--- src/rtl/video_stitch_pkg.sv ---
// Shared definitions for the video-stitch frame buffer path: AXI encodings,
// pixel packing and the frame-reader state type.
package video_stitch_pkg;

    localparam logic [1:0]  AXI_BURST_INCR = 2'b01;
    localparam logic [1:0]  AXI_RESP_OKAY  = 2'b00;
    localparam logic [3:0]  AXI_CACHE_DEF  = 4'b0011;
    localparam int unsigned PIX_PER_BEAT   = 4;

    typedef enum logic [1:0] {
        IDLE,
        ADDR,
        DATA,
        DONE
    } rd_state_t;

endpackage

--- src/rtl/axi_frame_burst_reader_if.sv ---
// AXI4 read channels (AR/R) plus the outgoing beat stream of the frame reader.
// master: the reader (drives AR, RREADY, stream data); slave: memory + sink.
interface axi_frame_burst_reader_if #(
    parameter int unsigned ID_W   = 1,
    parameter int unsigned ADDR_W = 32,
    parameter int unsigned DATA_W = 128
);
    logic [ID_W-1:0]   arid;
    logic [ADDR_W-1:0] araddr;
    logic [7:0]        arlen;
    logic [2:0]        arsize;
    logic [1:0]        arburst;
    logic              arlock;
    logic [3:0]        arcache;
    logic [2:0]        arprot;
    logic [3:0]        arqos;
    logic              arvalid;
    logic              arready;

    logic [ID_W-1:0]   rid;
    logic [DATA_W-1:0] rdata;
    logic [1:0]        rresp;
    logic              rlast;
    logic              rvalid;
    logic              rready;

    logic [DATA_W-1:0] m_axis_tdata;
    logic              m_axis_tvalid;
    logic              m_axis_tready;
    logic              m_axis_tlast;

    modport master (
        output arid, araddr, arlen, arsize, arburst, arlock, arcache, arprot, arqos, arvalid,
        input  arready,
        input  rid, rdata, rresp, rlast, rvalid,
        output rready,
        output m_axis_tdata, m_axis_tvalid, m_axis_tlast,
        input  m_axis_tready
    );

    modport slave (
        input  arid, araddr, arlen, arsize, arburst, arlock, arcache, arprot, arqos, arvalid,
        output arready,
        output rid, rdata, rresp, rlast, rvalid,
        input  rready,
        input  m_axis_tdata, m_axis_tvalid, m_axis_tlast,
        output m_axis_tready
    );

endinterface

--- src/rtl/axi_frame_burst_reader.sv ---
// AXI4 read master that fetches one stored frame as back-to-back INCR bursts
// (one outstanding) and streams the beats out with zero-latency pass-through.
// Ports: M_AXI_ACLK/M_AXI_ARESETN clock and sync active-low reset;
//        start/frame_sel launch a frame read; busy/done/err status;
//        bus carries the AR/R channels and the m_axis beat stream.
module axi_frame_burst_reader
    import video_stitch_pkg::*;
#(
    parameter longint unsigned C_M_TARGET_SLAVE_BASE_ADDR = 64'h1000_0000,
    parameter int unsigned     C_M_AXI_BURST_LEN          = 16,
    parameter int unsigned     C_M_AXI_ID_WIDTH           = 1,
    parameter int unsigned     C_M_AXI_ADDR_WIDTH         = 32,
    parameter int unsigned     C_M_AXI_DATA_WIDTH         = 128,
    parameter int unsigned     IMG_HDISP                  = 1280,
    parameter int unsigned     IMG_VDISP                  = 720,
    parameter longint unsigned FRAME_STRIDE               = 64'h0040_0000
) (
    input  logic                            M_AXI_ACLK,
    input  logic                            M_AXI_ARESETN,
    input  logic                            start,
    input  logic [1:0]                      frame_sel,
    output logic                            busy,
    output logic                            done,
    output logic                            err,
    axi_frame_burst_reader_if.master        bus
);

    localparam int unsigned     LEN         = C_M_AXI_BURST_LEN;
    localparam int unsigned     AW          = C_M_AXI_ADDR_WIDTH;
    localparam int unsigned     BEATS       = IMG_HDISP * IMG_VDISP / PIX_PER_BEAT;
    localparam int unsigned     BURSTS      = BEATS / LEN;
    localparam int unsigned     BURST_BYTES = LEN * C_M_AXI_DATA_WIDTH / 8;
    localparam longint unsigned FRAME_BYTES = 64'(BEATS) * 64'(C_M_AXI_DATA_WIDTH / 8);
    localparam int unsigned     BEAT_W      = (LEN > 1) ? $clog2(LEN) : 1;
    localparam int unsigned     BURST_W     = (BURSTS > 1) ? $clog2(BURSTS) : 1;

    // Reject frame geometries that do not tile into whole bursts or overlap buffers.
    if ((LEN < 1) || (LEN > 256) || ((LEN & (LEN - 1)) != 0) ||
        ((BEATS % LEN) != 0) || (FRAME_STRIDE < FRAME_BYTES)) begin : g_bad_cfg
        $error("axi_frame_burst_reader: invalid burst length / frame geometry / stride");
    end

    rd_state_t            state_q, state_d;
    logic [1:0]           sel_q;
    logic [BURST_W-1:0]   burst_idx_q;
    logic [BEAT_W-1:0]    beat_idx_q;
    logic                 err_q;

    logic                 beat_hs;
    logic                 last_beat;
    logic                 last_burst;

    assign last_beat  = (beat_idx_q == BEAT_W'(LEN - 1));
    assign last_burst = (burst_idx_q == BURST_W'(BURSTS - 1));
    assign beat_hs    = (state_q == DATA) && bus.rvalid && bus.m_axis_tready;

    // Next state and outputs; the R->stream path is a pure wire so RREADY tracks tready.
    always_comb begin
        state_d            = state_q;
        busy               = 1'b0;
        done               = 1'b0;
        err                = err_q;
        bus.arvalid        = 1'b0;
        bus.rready         = 1'b0;
        bus.m_axis_tvalid  = 1'b0;
        bus.m_axis_tlast   = 1'b0;
        bus.m_axis_tdata   = bus.rdata;
        bus.arid           = '0;
        bus.arlen          = 8'(LEN - 1);
        bus.arsize         = 3'($clog2(C_M_AXI_DATA_WIDTH / 8));
        bus.arburst        = AXI_BURST_INCR;
        bus.arlock         = 1'b0;
        bus.arcache        = AXI_CACHE_DEF;
        bus.arprot         = 3'b000;
        bus.arqos          = 4'b0000;
        bus.araddr         = AW'(C_M_TARGET_SLAVE_BASE_ADDR)
                           + AW'(sel_q) * AW'(FRAME_STRIDE)
                           + AW'(burst_idx_q) * AW'(BURST_BYTES);
        case (state_q)
            IDLE: begin
                if (start) state_d = ADDR;
            end
            ADDR: begin
                busy        = 1'b1;
                bus.arvalid = 1'b1;
                if (bus.arready) state_d = DATA;
            end
            DATA: begin
                busy              = 1'b1;
                bus.rready        = bus.m_axis_tready;
                bus.m_axis_tvalid = bus.rvalid;
                bus.m_axis_tlast  = bus.rvalid && last_beat && last_burst;
                if (beat_hs && last_beat) state_d = last_burst ? DONE : ADDR;
            end
            DONE: begin
                done    = 1'b1;
                state_d = IDLE;
            end
            default: state_d = IDLE;
        endcase
    end

    // State register, frame select latch, burst/beat counters and sticky error.
    always_ff @(posedge M_AXI_ACLK) begin
        if (!M_AXI_ARESETN) begin
            state_q     <= IDLE;
            sel_q       <= 2'b00;
            burst_idx_q <= '0;
            beat_idx_q  <= '0;
            err_q       <= 1'b0;
        end else begin
            state_q <= state_d;
            case (state_q)
                IDLE: begin
                    if (start) begin
                        sel_q       <= frame_sel;
                        err_q       <= 1'b0;
                        burst_idx_q <= '0;
                    end
                end
                ADDR: begin
                    if (bus.arready) beat_idx_q <= '0;
                end
                DATA: begin
                    if (beat_hs) begin
                        // Burst end is set by the beat count; RLAST is only checked.
                        if ((bus.rresp != AXI_RESP_OKAY) || (bus.rlast != last_beat)) begin
                            err_q <= 1'b1;
                        end
                        beat_idx_q <= last_beat ? '0 : beat_idx_q + BEAT_W'(1);
                        if (last_beat && !last_burst) begin
                            burst_idx_q <= burst_idx_q + BURST_W'(1);
                        end
                    end
                end
                default: ;
            endcase
        end
    end

endmodule
--- src/flat_wrapper.sv ---
// flat-port wrapper written by rule: the top's interface ports become plain ports
module axi_frame_burst_reader_flat import video_stitch_pkg::*;
#(
    parameter longint unsigned C_M_TARGET_SLAVE_BASE_ADDR = 64'h1000_0000,
    parameter int unsigned     C_M_AXI_BURST_LEN          = 16,
    parameter int unsigned     C_M_AXI_ID_WIDTH           = 1,
    parameter int unsigned     C_M_AXI_ADDR_WIDTH         = 32,
    parameter int unsigned     C_M_AXI_DATA_WIDTH         = 128,
    parameter int unsigned     IMG_HDISP                  = 1280,
    parameter int unsigned     IMG_VDISP                  = 720,
    parameter longint unsigned FRAME_STRIDE               = 64'h0040_0000
)
  (M_AXI_ACLK, M_AXI_ARESETN, start, frame_sel, busy, done, err, bus_arid, bus_araddr, bus_arlen, bus_arsize, bus_arburst, bus_arlock, bus_arcache, bus_arprot, bus_arqos, bus_arvalid, bus_arready, bus_rid, bus_rdata, bus_rresp, bus_rlast, bus_rvalid, bus_rready, bus_m_axis_tdata, bus_m_axis_tvalid, bus_m_axis_tlast, bus_m_axis_tready);
  axi_frame_burst_reader_if bus_i ();
  input  logic M_AXI_ACLK;
  input  logic M_AXI_ARESETN;
  input  logic start;
  input  logic [1:0] frame_sel;
  output logic busy;
  output logic done;
  output logic err;
  output wire logic [$bits(bus_i.arid)-1:0] bus_arid;
  output wire logic [$bits(bus_i.araddr)-1:0] bus_araddr;
  output wire logic [$bits(bus_i.arlen)-1:0] bus_arlen;
  output wire logic [$bits(bus_i.arsize)-1:0] bus_arsize;
  output wire logic [$bits(bus_i.arburst)-1:0] bus_arburst;
  output wire logic [$bits(bus_i.arlock)-1:0] bus_arlock;
  output wire logic [$bits(bus_i.arcache)-1:0] bus_arcache;
  output wire logic [$bits(bus_i.arprot)-1:0] bus_arprot;
  output wire logic [$bits(bus_i.arqos)-1:0] bus_arqos;
  output wire logic [$bits(bus_i.arvalid)-1:0] bus_arvalid;
  input wire logic [$bits(bus_i.arready)-1:0] bus_arready;
  input wire logic [$bits(bus_i.rid)-1:0] bus_rid;
  input wire logic [$bits(bus_i.rdata)-1:0] bus_rdata;
  input wire logic [$bits(bus_i.rresp)-1:0] bus_rresp;
  input wire logic [$bits(bus_i.rlast)-1:0] bus_rlast;
  input wire logic [$bits(bus_i.rvalid)-1:0] bus_rvalid;
  output wire logic [$bits(bus_i.rready)-1:0] bus_rready;
  output wire logic [$bits(bus_i.m_axis_tdata)-1:0] bus_m_axis_tdata;
  output wire logic [$bits(bus_i.m_axis_tvalid)-1:0] bus_m_axis_tvalid;
  output wire logic [$bits(bus_i.m_axis_tlast)-1:0] bus_m_axis_tlast;
  input wire logic [$bits(bus_i.m_axis_tready)-1:0] bus_m_axis_tready;
  assign bus_arid = bus_i.arid;
  assign bus_araddr = bus_i.araddr;
  assign bus_arlen = bus_i.arlen;
  assign bus_arsize = bus_i.arsize;
  assign bus_arburst = bus_i.arburst;
  assign bus_arlock = bus_i.arlock;
  assign bus_arcache = bus_i.arcache;
  assign bus_arprot = bus_i.arprot;
  assign bus_arqos = bus_i.arqos;
  assign bus_arvalid = bus_i.arvalid;
  assign bus_i.arready = bus_arready;
  assign bus_i.rid = bus_rid;
  assign bus_i.rdata = bus_rdata;
  assign bus_i.rresp = bus_rresp;
  assign bus_i.rlast = bus_rlast;
  assign bus_i.rvalid = bus_rvalid;
  assign bus_rready = bus_i.rready;
  assign bus_m_axis_tdata = bus_i.m_axis_tdata;
  assign bus_m_axis_tvalid = bus_i.m_axis_tvalid;
  assign bus_m_axis_tlast = bus_i.m_axis_tlast;
  assign bus_i.m_axis_tready = bus_m_axis_tready;
  axi_frame_burst_reader #(.C_M_TARGET_SLAVE_BASE_ADDR(C_M_TARGET_SLAVE_BASE_ADDR), .C_M_AXI_BURST_LEN(C_M_AXI_BURST_LEN), .C_M_AXI_ID_WIDTH(C_M_AXI_ID_WIDTH), .C_M_AXI_ADDR_WIDTH(C_M_AXI_ADDR_WIDTH), .C_M_AXI_DATA_WIDTH(C_M_AXI_DATA_WIDTH), .IMG_HDISP(IMG_HDISP), .IMG_VDISP(IMG_VDISP), .FRAME_STRIDE(FRAME_STRIDE)) u_core (.M_AXI_ACLK(M_AXI_ACLK), .M_AXI_ARESETN(M_AXI_ARESETN), .start(start), .frame_sel(frame_sel), .busy(busy), .done(done), .err(err), .bus(bus_i));
endmodule
--- config.mk ---
export PLATFORM = sky130hd
export DESIGN_NAME = axi_frame_burst_reader_flat
export DESIGN_NICKNAME = d
export VERILOG_FILES = /design/src/rtl/video_stitch_pkg.sv /design/src/rtl/axi_frame_burst_reader_if.sv /design/src/rtl/axi_frame_burst_reader.sv /design/src/flat_wrapper.sv
export SDC_FILE = /design/constraint.sdc
export NUM_CORES = 1
export LEC_CHECK = 0
export BUFFER_PORTS_ARGS = -buffer_cell sky130_fd_sc_hd__clkbuf_2
export CAP_MARGIN = 20
export CORE_AREA = 8 8 124 126
export CTS_BUF_LIST = sky130_fd_sc_hd__clkbuf_4 sky130_fd_sc_hd__clkbuf_8
export DETAILED_ROUTE_END_ITERATION = 12
export DIE_AREA = 0 0 132 134
export GPL_TIMING_DRIVEN = 0
export SYNTH_ARGS = -nofsm -noshare
export SYNTH_HDL_FRONTEND = slang
export SYNTH_SLANG_ARGS = --single-unit
export TNS_END_PERCENT = 50
--- constraint.sdc ---
create_clock -name M_AXI_ACLK -period 2.11 [get_ports M_AXI_ACLK]
set_input_delay 0.422 -clock M_AXI_ACLK [delete_from_list [all_inputs] [get_ports M_AXI_ACLK]]
set_output_delay 0.422 -clock M_AXI_ACLK [all_outputs]
set_load 0.02 [all_outputs]
==> impl_metrics.toml <==
[status]
status = "finished with violations"
violations = "setup timing"

[pwr]
power.leakage_nw = 2.217
powerDensity_mw_per_mm2 = 518.1
ir_worst_vdd_mv = 0.4952
fin_total_pwr_mw = 2.133

[clock_tree]
htreeDepth = 1
clock_path_buffers = 2
clkSinkCount = 23
cts.clk_slew.worst_paths_ns = 0.09
numCtsBuffers = 3
cts_tree = "built"
cts-root-buf = "clkbuf_8"
cts_hold_buf = 0
clock_latency_ns = 0.26

[synth]
yosys_most_used_dff = "dfxtp_1"
yosys-top-cells-area = "buf_4, dfxtp_1, ha_1, nand2_1, o221a_2"
yosys.area.top_type = "buf_4"
synth-seq-cells = 23
yosys_warnings = 0
synth_edf_count = 0
syn_area_mm2 = 0.002688
synth.top_cells.by_count = "buf_4, dfxtp_1, nand2_1, nand3_1, o21ai_0"
synthArstFlopShare_pct = 0
syn_area_per_cell_um2 = 7.836
synth_cells = 343
synth-seq-area-share_pct = 17.13
yosysMostFrequentCell = "buf_4"
synth_top_area_share_pct = 47.49
synthDistinctLibCells = 46

[routing]
vias_per_cell = 3.802
routed_wl_mm = 9.971
antenna_left = 0
wl_per_cell_um = 13.51
drt-pass1-iter-count = 4
drt-initial-drc-count = 74
drcViolationCount = 0
vias = 2806

[sta]
fmax_mhz = 423.7
rsz0062_at_grt = "true"
hold_violations = 0
fin_crit_sh_pct = 111.9
fin_skew_ns = 0.004375
slew_viol_final = 0
slew_headroom_pct = 66.61
fin_crit_ns = 2.360
setup_slack_ns = -0.2501
setup_viol_count_final = 1
worst_pin_slew_ns = 0.5009

[die]
die_area_mm2 = 0.01769
start_util_pct = 19.90
die_y_um = 134
coreArea_mm2 = 0.01350
rows = 43
pin_count = 333
die_w_um = 132

[flow_run]
maxCapViolCount = 0

[worst_setup_path]
cp.arrival_ns = 1.94
critPathLaunchType = "flop"
reg2reg_from = "u_core.burst_idx_q[8]$_SDFFE_PN0P_"
required_ns = 1.69
timing.rr.end = "u_core.burst_idx_q[6]$_SDFFE_PN0P_"
rr_worst_depth = 5
worstSetupPathType = "flop to output pin"
rrSetupSlack_ns = 0.02
crit_path_end_kind = "output pin"
crit_path_max_fanout = 2

[grt]
antenna_found_initial = 0
grt_overflow = 0
grt.total_usage_pct = 9.983
grt_pass1_wl_mm = 14.93
grt_max_degree = 13
grt_pass1_vias = 2704

[cells_and_area]
finalNetCount = 706
antenna_cells = 0
fin_util_pct = 30.49
area_delta_synth_final_pct = 53.21
fillers = 1463
fin_cells = 738
final_layout_size_suffix_gt1_share_pct = 68.46

[place]
post-dp-hpwl_mm = 8.644
io_buffer_count = 161
dp_cells = 724
routabilityCongestion = 0.8096

[worst_hold_path]
hold_path_class = "primary input to flop"
hold_end = "u_core.sel_q[1]$_SDFFE_PN0P_"
hp-start = "frame_sel[1]"
hold_path_depth = 3
kinds of logic (layout without fill, tap and decap cells):
family | count (synthesis) | after routing | share of synthesized area [%]
XOR/XNOR | 1 | 1 | 0.3259
other | 2 | 42 | 0.2794
AO/OA/AOI/OAI | 43 | 43 | 12.29
flip-flops | 23 | 23 | 17.13
adder cells (fa/ha/maj) | 7 | 7 | 3.259
buffers and inverters | 186 | 361 | 49.81
AND/OR/NAND/NOR | 81 | 81 | 16.90
how the worst max path moves through the flow:
stage	to	from	depth (start not counted)	slack [ns]
finish	bus_m_axis_tlast	u_core.burst_idx_q[8]$_SDFFE_PN0P_	5	-0.25
detailed placement	u_core.burst_idx_q[5]$_SDFFE_PN0P_	u_core.state_q[0]$_SDFFE_PN0P_	8	-0.45
global route	bus_m_axis_tlast	u_core.burst_idx_q[8]$_SDFFE_PN0P_	5	-0.30
CTS	bus_m_axis_tlast	u_core.burst_idx_q[8]$_SDFFE_PN0P_	5	-0.25
floorplan	bus_m_axis_tlast	u_core.burst_idx_q[7]$_SDFFE_PN0P_	4	0.001
global placement	u_core.burst_idx_q[8]$_SDFFE_PN0P_	u_core.state_q[0]$_SDFFE_PN0P_	8	-0.41
metrics by stage:
step / setup TNS (ns) / worst slack, ns / cell area [um2] / hold slack (ns)
3_3_place_gp: -5.265 / -0.4133 / 3887 / 0.4519
5_1_grt: -0.3255 / -0.3025 / 4118 / 0.3944
4_1_cts: -0.2516 / -0.2516 / 4074 / 0.3817
3_5_place_dp: -5.679 / -0.4474 / 3887 / 0.4519
6_report: -0.2501 / -0.2501 / 4118 / 0.3899
2_1_floorplan: 0 / 0.001071 / 2856 / 0.4487
worst max-delay path, cell delays in order (launching register included):
cell	delay, ns
dfxtp_4	0.35
or4b_4	0.55
nor4_4	0.30
buf_6	0.16
and3_4	0.17
clkbuf_8	0.14
state kept, by name, indices dropped and copies added, names as in the netlist:
register and flops:
u_core.burst_idx_q 14, u_core.beat_idx_q 4, u_core.state_q 2, u_core.sel_q 2, u_core.err 1
placed cells by master (no fill, tap or decap), drive strengths merged, types with 3 or more instances in the layout:
| master | synthesis | layout |
|---|---|---|
| nand3 | 13 | 13 |
| nor3 | 7 | 7 |
| o221ai | 3 | 3 |
| a21oi | 7 | 7 |
| o221a | 6 | 6 |
| nor4 | 4 | 4 |
| buf | 172 | 183 |
| and3 | 4 | 4 |
| nor2 | 4 | 4 |
| and2 | 3 | 3 |
| nand2b | 3 | 3 |
| inv | 7 | 7 |
| conb | 2 | 42 |
| ha | 7 | 7 |
| dfxtp | 23 | 23 |
| nand2 | 21 | 21 |
| a21boi | 3 | 3 |
| clkbuf | 6 | 170 |
| nand4 | 5 | 5 |
| or4 | 8 | 8 |
| o21ai | 9 | 9 |
layer usage:
metal  track usage [%]  wire (um)  vias up
met3             4.226       1161        2
li1                  -          -     1391
met4            0.4467          8        0
met5                 0          0        -
met2             18.34       5137      209
met1             10.93       3664     1204
cell type report:
class	instances	area, um2	area share, %
multi-input combinational	174	1099	26.68
tap	180	225.2	5.469
sequential	23	483.0	11.73
clock buffer	4	48.80	1.185
inverter	8	30.03	0.7293
timing repair buffer	171	889.6	21.60
buffer	178	1343	32.60
where the power goes:
group	internal (mW)	switching (mW)
logic	0.558	0.781
registers	0.470	0.0302
clock network	0.148	0.146
timing repair:
item | CTS | global route
buffers inserted | 8 | 2
pin swaps | 3 | 4
gates resized for setup | 21 | 15
setup endpoints to repair | 20 | 16
(Power assumes the default switching activity.)
